File: src/rtl/axi_arb_pkg.sv
// Shared types and constants for the two-requester AXI4-Lite arbiter.
// The state encoding and the AXI response codes are kept here for the top and the bench.
package axi_arb_pkg;

  localparam int NUM_REQ = 2;

  localparam logic [1:0] AXI_RESP_OKAY   = 2'b00;
  localparam logic [1:0] AXI_RESP_EXOKAY = 2'b01;
  localparam logic [1:0] AXI_RESP_SLVERR = 2'b10;
  localparam logic [1:0] AXI_RESP_DECERR = 2'b11;

  typedef enum logic [2:0] {
    IDLE,
    WR_ADDR_DATA,
    WR_RESP,
    RD_ADDR,
    RD_DATA
  } arb_state_e;

endpackage

File: src/rtl/rr_arbiter2.sv
// Two-way round-robin grant: on a tie, the requester not granted last wins.
// The grant is one-hot, or zero when disabled or when nobody is requesting.
module rr_arbiter2
  import axi_arb_pkg::*;
(
  input  logic [NUM_REQ-1:0] req_valid,
  input  logic               last_grant,
  input  logic               enable,
  output logic [NUM_REQ-1:0] grant
);

  always_comb begin
    grant = '0;
    if (enable) begin
      if (&req_valid) grant = last_grant ? 2'b01 : 2'b10;
      else            grant = req_valid;
    end
  end

endmodule

File: src/rtl/axi4_lite_arbiter.sv
// Shares one AXI4-Lite master port between two command requesters, one transaction
// at a time, with round-robin arbitration and a per-requester done pulse.
module axi4_lite_arbiter
  import axi_arb_pkg::*;
#(
  parameter int DW = 32,
  parameter int AW = 32
)(
  input  logic                    clk,
  input  logic                    reset,
  input  logic [NUM_REQ-1:0]      req_valid,
  output logic [NUM_REQ-1:0]      req_ready,
  input  logic [NUM_REQ-1:0]      req_write,
  input  logic [NUM_REQ*AW-1:0]   req_addr,
  input  logic [NUM_REQ*DW-1:0]   req_wdata,
  input  logic [NUM_REQ*DW/8-1:0] req_wstrb,
  output logic [NUM_REQ-1:0]      rsp_done,
  output logic [1:0]              rsp_resp,
  output logic [DW-1:0]           rsp_rdata,
  output logic [AW-1:0]           M_AXI_AWADDR,
  output logic                    M_AXI_AWVALID,
  input  logic                    M_AXI_AWREADY,
  output logic [DW-1:0]           M_AXI_WDATA,
  output logic [DW/8-1:0]         M_AXI_WSTRB,
  output logic                    M_AXI_WVALID,
  input  logic                    M_AXI_WREADY,
  input  logic [1:0]              M_AXI_BRESP,
  input  logic                    M_AXI_BVALID,
  output logic                    M_AXI_BREADY,
  output logic [AW-1:0]           M_AXI_ARADDR,
  output logic                    M_AXI_ARVALID,
  input  logic                    M_AXI_ARREADY,
  input  logic [DW-1:0]           M_AXI_RDATA,
  input  logic                    M_AXI_RVALID,
  input  logic [1:0]              M_AXI_RRESP,
  output logic                    M_AXI_RREADY
);

  localparam int SW = DW / 8;

  arb_state_e           state;
  logic                 last_grant;
  logic                 owner;
  logic [AW-1:0]        cmd_addr;
  logic [DW-1:0]        cmd_wdata;
  logic [SW-1:0]        cmd_wstrb;
  logic [NUM_REQ-1:0]   grant;
  logic                 win;
  logic                 win_write;
  logic [AW-1:0]        win_addr;
  logic [DW-1:0]        win_wdata;
  logic [SW-1:0]        win_wstrb;
  logic                 aw_ok;
  logic                 w_ok;

  // Gating with reset keeps req_ready low while the block is being reset.
  rr_arbiter2 u_rr (
    .req_valid  (req_valid),
    .last_grant (last_grant),
    .enable     ((state == IDLE) && !reset),
    .grant      (grant)
  );

  assign req_ready = grant;
  assign win       = grant[1];
  assign win_write = win ? req_write[1]        : req_write[0];
  assign win_addr  = win ? req_addr[AW +: AW]  : req_addr[0 +: AW];
  assign win_wdata = win ? req_wdata[DW +: DW] : req_wdata[0 +: DW];
  assign win_wstrb = win ? req_wstrb[SW +: SW] : req_wstrb[0 +: SW];

  // A write channel counts as finished once its VALID is gone or is handshaking now.
  assign aw_ok = !M_AXI_AWVALID || M_AXI_AWREADY;
  assign w_ok  = !M_AXI_WVALID  || M_AXI_WREADY;

  assign M_AXI_AWADDR = cmd_addr;
  assign M_AXI_ARADDR = cmd_addr;
  assign M_AXI_WDATA  = cmd_wdata;
  assign M_AXI_WSTRB  = cmd_wstrb;

  always_ff @(posedge clk) begin
    if (reset) begin
      state         <= IDLE;
      last_grant    <= 1'b1;
      owner         <= 1'b0;
      cmd_addr      <= '0;
      cmd_wdata     <= '0;
      cmd_wstrb     <= '0;
      M_AXI_AWVALID <= 1'b0;
      M_AXI_WVALID  <= 1'b0;
      M_AXI_BREADY  <= 1'b0;
      M_AXI_ARVALID <= 1'b0;
      M_AXI_RREADY  <= 1'b0;
      rsp_done      <= '0;
      rsp_resp      <= '0;
      rsp_rdata     <= '0;
    end else begin
      rsp_done <= '0;
      case (state)
        IDLE: begin
          if (|grant) begin
            owner      <= win;
            last_grant <= win;
            cmd_addr   <= win_addr;
            cmd_wdata  <= win_wdata;
            cmd_wstrb  <= win_wstrb;
            if (win_write) begin
              M_AXI_AWVALID <= 1'b1;
              M_AXI_WVALID  <= 1'b1;
              state         <= WR_ADDR_DATA;
            end else begin
              M_AXI_ARVALID <= 1'b1;
              state         <= RD_ADDR;
            end
          end
        end
        WR_ADDR_DATA: begin
          if (M_AXI_AWVALID && M_AXI_AWREADY) M_AXI_AWVALID <= 1'b0;
          if (M_AXI_WVALID && M_AXI_WREADY)   M_AXI_WVALID  <= 1'b0;
          if (aw_ok && w_ok) begin
            M_AXI_BREADY <= 1'b1;
            state        <= WR_RESP;
          end
        end
        WR_RESP: begin
          if (M_AXI_BVALID) begin
            M_AXI_BREADY <= 1'b0;
            rsp_resp     <= M_AXI_BRESP;
            rsp_done     <= owner ? 2'b10 : 2'b01;
            state        <= IDLE;
          end
        end
        RD_ADDR: begin
          if (M_AXI_ARREADY) begin
            M_AXI_ARVALID <= 1'b0;
            M_AXI_RREADY  <= 1'b1;
            state         <= RD_DATA;
          end
        end
        RD_DATA: begin
          if (M_AXI_RVALID) begin
            M_AXI_RREADY <= 1'b0;
            rsp_rdata    <= M_AXI_RDATA;
            rsp_resp     <= M_AXI_RRESP;
            rsp_done     <= owner ? 2'b10 : 2'b01;
            state        <= IDLE;
          end
        end
        default: state <= IDLE;
      endcase
    end
  end

endmodule

File: config.mk
export PLATFORM = sky130hd
export DESIGN_NAME = axi4_lite_arbiter
export DESIGN_NICKNAME = d
export VERILOG_FILES = /design/src/rtl/axi_arb_pkg.sv /design/src/rtl/rr_arbiter2.sv /design/src/rtl/axi4_lite_arbiter.sv
export SDC_FILE = /design/constraint.sdc
export NUM_CORES = 1
export LEC_CHECK = 0
export CORE_AREA = 2 2 125 127
export DETAILED_ROUTE_END_ITERATION = 8
export DIE_AREA = 0 0 127 129
export PLACE_DENSITY = 0.76
export SLEW_MARGIN = 25
export SYNTH_ARGS = -nofsm -noshare
export SYNTH_HDL_FRONTEND = slang
export SYNTH_SLANG_ARGS = --single-unit
export TNS_END_PERCENT = 50
File: constraint.sdc
create_clock -name clk -period 1.7 [get_ports clk]
set_clock_uncertainty 0.1 [all_clocks]
set_input_delay 0.255 -clock clk [delete_from_list [all_inputs] [get_ports clk]]
set_output_delay 0.255 -clock clk [all_outputs]
set_load 0.03 [all_outputs]
Word level (Yosys, flattened, before mapping)
Index checks and enable logic that the tools add are counted.
- mux-type cells: 37
- reduce and logical (&&, ||, !) cells: 26
- equal/unequal tests: 13
- operators with widths (operator ; count):
    2-to-1 mux 32 bit ; 2
    2-to-1 mux 2 bit ; 9
    inequality test 2 bit (second input constant) ; 8
    2-to-1 mux 3 bit ; 5
    one-hot mux 3 bit (5 select lines) ; 1
    2-to-1 mux 1 bit ; 12
    AND reduction 4 bit ; 3
    one-hot mux 1 bit (2 select lines) ; 5
    nonzero test 2 bit ; 5
    AND reduction 3 bit ; 3
    one-hot mux 2 bit (2 select lines) ; 2
    == test 3 x 2 -> 1 bit (second input constant) ; 2
    AND reduction 2 bit ; 3
    AND reduction 5 bit ; 1
    logical AND 1 bit ; 4
    2-to-1 mux 4 bit ; 1
    == test 3 x 1 -> 1 bit (second input constant) ; 1
    == test 3 bit (second input constant) ; 1
    zero test 1 bit ; 3
    zero test 3 bit ; 1
    logical OR 1 bit ; 2
    inequality test 2 x 1 -> 1 bit (second input constant) ; 1
    OR reduction 2 bit ; 1
- bits in registers: 114
- output and inout port bits: 143
- logic and storage cells: 90

Depth between registers and ports, before layout
Gate-level depths: netlist of the first run.
- depth in word-level cells: 7
- mapped depth: 7

Hierarchy
A second synthesis of the first run with hierarchy kept.
- cell total of the unflattened synthesis: 555
- area, all modules: 5357.6 sq um
- by module, submodules not included (module ; seq. area each (sq um) ; area an instance (sq um) ; cells each ; times used):
    axi4_lite_arbiter ; 2282.2 ; 5336.4 ; 550 ; 1
    rr_arbiter2 ; 0.0 ; 21.3 ; 5 ; 1

Worst setup path after synthesis of the first run
OpenSTA, ideal clock, no wires.
- path type: reg2out
- start point: register state[1]
- end point: output port req_ready[0]
- stages on the path, launching flop included: 5
- data arrival time: 1.281 ns
- path slack: 0.064 ns
- cell sequence: dfxtp_1 -> buf_4 -> nor4_4 -> nand2_1 -> a21oi_1
- longest elaborated chain between the ends: 3
- ends and longest elaborated chain (element ; line ; text):
    start: declaration ; axi4_lite_arbiter.sv:41 ; arb_state_e state;
    start signal: assignment ; axi4_lite_arbiter.sv:82 ; state <= IDLE;
    start signal: assignment ; axi4_lite_arbiter.sv:109 ; state <= WR_ADDR_DATA;
    start signal: assignment ; axi4_lite_arbiter.sv:112 ; state <= RD_ADDR;
    zero test 3 bit ; axi4_lite_arbiter.sv:60 ; .enable ((state == IDLE) && !reset),
    logical AND 1 bit ; axi4_lite_arbiter.sv:60 ;
    2-to-1 mux 2 bit ; rr_arbiter2.sv:14 ; if (enable) begin
    end: declaration ; axi4_lite_arbiter.sv:12 ; output logic [NUM_REQ-1:0] req_ready,
Every way passes these cells.

Worst setup path in the final report of the first run
Ends and elaborated chain as after synthesis.

==> impl_metrics.prom, run 1 <==
# TYPE chip_impl_metric gauge
chip_impl_metric{name="met3_length",unit="um"} 1250
chip_impl_metric{name="areaGrowthSynthToFinish",unit="%"} 74.3
chip_impl_info{name="mostFrequentLayoutCell",value="sky130_fd_sc_hd__clkdlybuf4s50_1"} 1
chip_impl_metric{name="fin_cells",unit=""} 1063
chip_impl_metric{name="ys_seq_elements",unit=""} 114
chip_impl_metric{name="mappedNetlistNets",unit=""} 731
chip_impl_metric{name="timing.critical_path.fanout_max",unit=""} 3
chip_impl_info{name="clock-root-buffer",value="sky130_fd_sc_hd__clkbuf_16"} 1
chip_impl_metric{name="dpl-instance-area",unit="um^2"} 8560
chip_impl_metric{name="hpwl",unit="um"} 12300
chip_impl_metric{name="final.period_utilization",unit=""} 1.13
chip_impl_info{name="layout_common_cells",value="sky130_fd_sc_hd__clkdlybuf4s50_1, sky130_fd_sc_hd__dlygate4sd2_1, sky130_fd_sc_hd__dfxtp_1, sky130_fd_sc_hd__nand2_1, sky130_fd_sc_hd__mux2i_1"} 1
chip_impl_metric{name="power.density_cell_area",unit="nW/um^2"} 975
chip_impl_info{name="worstPathCellList",value="nor4_4, buf_4, nand2_4, a21oi_4, buf_12"} 1
chip_impl_info{name="start_kind",value="flop"} 1
chip_impl_metric{name="static-leakage-power",unit="nW"} 4.18
chip_impl_metric{name="global_route.overflow_total",unit=""} 0
chip_impl_info{name="post_synth_main_area_contributors",value="sky130_fd_sc_hd__dfxtp_1, sky130_fd_sc_hd__mux2i_1, sky130_fd_sc_hd__a21oi_2"} 1
chip_impl_metric{name="drive_above_1_share",unit=""} 0.168
chip_impl_metric{name="synth_cells",unit=""} 548
chip_impl_metric{name="core-area",unit="um^2"} 15000
chip_impl_metric{name="dp.cells",unit=""} 1027
chip_impl_info{name="r2r-start",value="state[1]"} 1
chip_impl_metric{name="layout_min_cycle_time",unit="ps"} 1920
chip_impl_info{name="criticalPathCategory",value="reg2out"} 1
chip_impl_metric{name="max_stage_delay",unit="ps"} 330
chip_impl_metric{name="met1_length",unit="um"} 6680
chip_impl_info{name="rr_endpoint",value="M_AXI_ARADDR[22]"} 1
chip_impl_metric{name="die_height",unit="um"} 129
chip_impl_info{name="cp-end-kind",value="output pin"} 1
chip_impl_metric{name="vdd_drop_max",unit="mV"} 0.613
chip_impl_info{name="violations",value="setup timing"} 1
chip_impl_info{name="dr.max_layer_used",value="met4"} 1
chip_impl_metric{name="cts_sinks",unit=""} 114
chip_impl_metric{name="worst_pin_slew",unit="ps"} 394
chip_impl_metric{name="diode_count",unit=""} 0
chip_impl_info{name="tritoncts",value="yes"} 1
chip_impl_metric{name="cap_violations",unit=""} 0
chip_impl_metric{name="final_max_slew_viol_count",unit=""} 0
chip_impl_metric{name="ios",unit=""} 326
chip_impl_metric{name="nNetsFinal",unit=""} 1046
chip_impl_info{name="synth_area_leader_cell",value="sky130_fd_sc_hd__dfxtp_1"} 1
chip_impl_metric{name="drtAntennaViolNets",unit=""} 0
chip_impl_metric{name="drt-wirelength-per-cell",unit="um"} 15.6
chip_impl_metric{name="final_area",unit="um^2"} 9040
chip_impl_metric{name="finalHoldViolations",unit=""} 0
chip_impl_metric{name="total_buffers_and_inverters_traversed_by_the_critical_path",unit=""} 2
chip_impl_metric{name="r2r_cells",unit=""} 6
chip_impl_metric{name="met2RoutedLength",unit="um"} 8340
chip_impl_metric{name="grt_start_max_net_pins",unit=""} 39
chip_impl_metric{name="globalRouteTotalUtil",unit=""} 0.199
chip_impl_metric{name="reg2reg_slack",unit="ps"} 30
chip_impl_metric{name="yosys_warnings",unit=""} 0
chip_impl_info{name="yosys_most_used_dff",value="sky130_fd_sc_hd__dfxtp_1"} 1
chip_impl_metric{name="clkTransAtPathRegs",unit="ps"} 50
chip_impl_metric{name="crit_required",unit="ps"} 1340
chip_impl_metric{name="via_count",unit=""} 5088
chip_impl_metric{name="detailedRoute.firstPassIterationCount",unit=""} 4
chip_impl_metric{name="clock_tree.buffer_depth",unit=""} 2
chip_impl_metric{name="clk_latency",unit="ps"} 410
chip_impl_metric{name="gp_congestion",unit=""} 0.832
chip_impl_info{name="crit_slowest_cell",value="sky130_fd_sc_hd__dfxtp_2"} 1
chip_impl_metric{name="syn_avg_cell_area",unit="um^2"} 9.46
chip_impl_metric{name="number_of_enable_type_register_cells_in_the_synthesized_netlist",unit=""} 0
chip_impl_metric{name="ys_seq_area_frac",unit=""} 0.440
chip_impl_metric{name="asyncSetResetFlopFracSynth",unit=""} 0
chip_impl_metric{name="highest_clock_frequency_the_design_can_meet",unit="GHz"} 0.520
chip_impl_metric{name="vias_in_the_first_global_route",unit=""} 4929
chip_impl_metric{name="grt_antenna_before_repair",unit=""} 0
chip_impl_metric{name="post-route-worst-setup-slack",unit="ps"} -222
chip_impl_info{name="worstHoldEndpoint",value="rsp_rdata[6]"} 1
chip_impl_info{name="worst_path_dominant_cell_family",value="simple AND/OR/NAND/NOR gates"} 1
chip_impl_metric{name="slew_headroom",unit=""} 0.739
chip_impl_metric{name="total_standard_cell_area_after_synthesis",unit="um^2"} 5190
chip_impl_metric{name="initialDrtViolationCount",unit=""} 241
chip_impl_metric{name="detail_route.wirelength",unit="um"} 16600
chip_impl_metric{name="die_w",unit="um"} 127
chip_impl_metric{name="fillers",unit=""} 1357
chip_impl_metric{name="starting_density_of_the_core",unit=""} 0.346
chip_impl_metric{name="numPortBuffers",unit=""} 325
chip_impl_metric{name="worstPathArrival",unit="ps"} 1570
chip_impl_info{name="hp-start",value="reset"} 1
chip_impl_metric{name="drc",unit=""} 0
chip_impl_metric{name="tns",unit="ps"} -406
chip_impl_metric{name="htree_num_levels",unit=""} 4
chip_impl_info{name="min-delay-path-class",value="in2reg"} 1
chip_impl_metric{name="row_count",unit=""} 45
chip_impl_metric{name="die_area",unit="um^2"} 16400
chip_impl_metric{name="timing.critical_path.depth",unit=""} 5
chip_impl_metric{name="cts_made_buffers",unit=""} 17
chip_impl_info{name="status",value="finished with violations"} 1
chip_impl_metric{name="holdPathStages",unit=""} 3
chip_impl_metric{name="post_drt_via_cell_ratio",unit=""} 4.79
chip_impl_metric{name="final-setup-viol-count",unit=""} 2
chip_impl_metric{name="synth_largest_type_area_fraction",unit=""} 0.440
chip_impl_metric{name="synth_cell_type_count",unit=""} 39
chip_impl_metric{name="grt_first_pass_wirelength",unit="um"} 25700
chip_impl_info{name="rsz0062_at_grt",value="yes"} 1
[worst min-delay path, stage by stage]
cell and delay, ps:
sky130_fd_sc_hd__buf_2 130, sky130_fd_sc_hd__buf_4 220, sky130_fd_sc_hd__a21oi_2 120
[repair_timing]
item                       4_1_cts  5_1_grt
resized for setup              154       18
gates cloned                     0        1
pin swaps                        1        1
hold buffers                     0        0
buffers inserted                 1        3
setup endpoints to repair      144       46
[metal layers]
| layer | vias up | global-route usage |
|---|---|---|
| met5 | - | 0 |
| met4 | 0 | 0.0763 |
| met3 | 26 | 0.0665 |
| met2 | 214 | 0.341 |
| met1 | 2329 | 0.231 |
| li1 | 2519 | - |
[power by group]
| group | switching (mW) | leakage [nW] | internal [mW] | total [mW] |
|---|---|---|---|---|
| Sequential | 0.159 | 0.934 | 2.92 | 3.08 |
| Clock | 1.18 | 0.260 | 1.99 | 3.17 |
| Combinational | 1.40 | 2.98 | 1.16 | 2.56 |
| Total | 2.74 | 4.18 | 6.07 | 8.81 |
[cell families (layout without fill, tap and decap cells)]
logic type / count (synthesis) / in the layout / synth area share
simple gates: 98 / 98 / 0.0871
flops: 114 / 114 / 0.440
compound gates: 187 / 187 / 0.228
mux: 71 / 71 / 0.137
buf+inv: 78 / 405 / 0.108
[synthesized netlist by cell type (all sizes together), types with 2 or more instances]
master,count
a211oi,2
a21oi,105
and2b,2
and3,2
buf,63
clkbuf,13
dfxtp,114
mux2i,71
nand2,75
nand2b,2
nor2,3
nor2b,2
nor3b,3
nor4,2
o21ai,71
o22ai,2
[through the flow]
| step | worst slack, ps | power, mW | util | hold WS (ps) |
|---|---|---|---|---|
| after floorplan | 63.6 | 4.65 | - | 291 |
| after global placement | -224 | 5.83 | 0.572 | 342 |
| after detailed placement | -249 | 5.85 | 0.572 | 346 |
| after CTS | -227 | 8.88 | 0.599 | 231 |
| after global routing | -296 | 9.22 | 0.604 | 260 |
| final | -222 | 8.81 | 0.604 | 253 |
[state kept, by name, summed over array words and instances (netlist names)]
register       count
M_AXI_WSTRB        4
owner              1
M_AXI_AWVALID      1
state              3
rsp_rdata         32
rsp_resp           2
M_AXI_WVALID       1
last_grant         1
M_AXI_BREADY       1
M_AXI_RREADY       1
M_AXI_WDATA       32
M_AXI_ARADDR      32
M_AXI_ARVALID      1
rsp_done           2
[cell type report]
type / count / area [um^2] / share of cell area
Timing Repair Buffer: 372 / 3580 / 0.397
Multi-Input combinational cell: 356 / 2400 / 0.266
Clock inverter: 5 / 27.5 / 0.00305
Clock buffer: 26 / 499 / 0.0552
Inverter: 2 / 7.51 / 0.000831
Sequential cell: 114 / 2280 / 0.253
Tap cell: 188 / 235 / 0.0260
[how the worst max path moves through the flow]
stage | startpoint | endpoint | slack, ps
2_1_floorplan | state[1] | req_ready[0] | 60
3_3_place_gp | req_valid[0] | M_AXI_WDATA[13] | -220
3_5_place_dp | req_valid[0] | M_AXI_WDATA[13] | -250
4_1_cts | state[1] | req_ready[0] | -230
5_1_grt | state[1] | req_ready[0] | -300
6_report | state[1] | req_ready[0] | -220
(Power assumes the default switching activity.)
==> run 2, diff against run 1 <==
Settings changed: CAP_MARGIN set to 5.
==> results of run 2 <==
Final layout, timing and power as in run 1 (identical DEF).
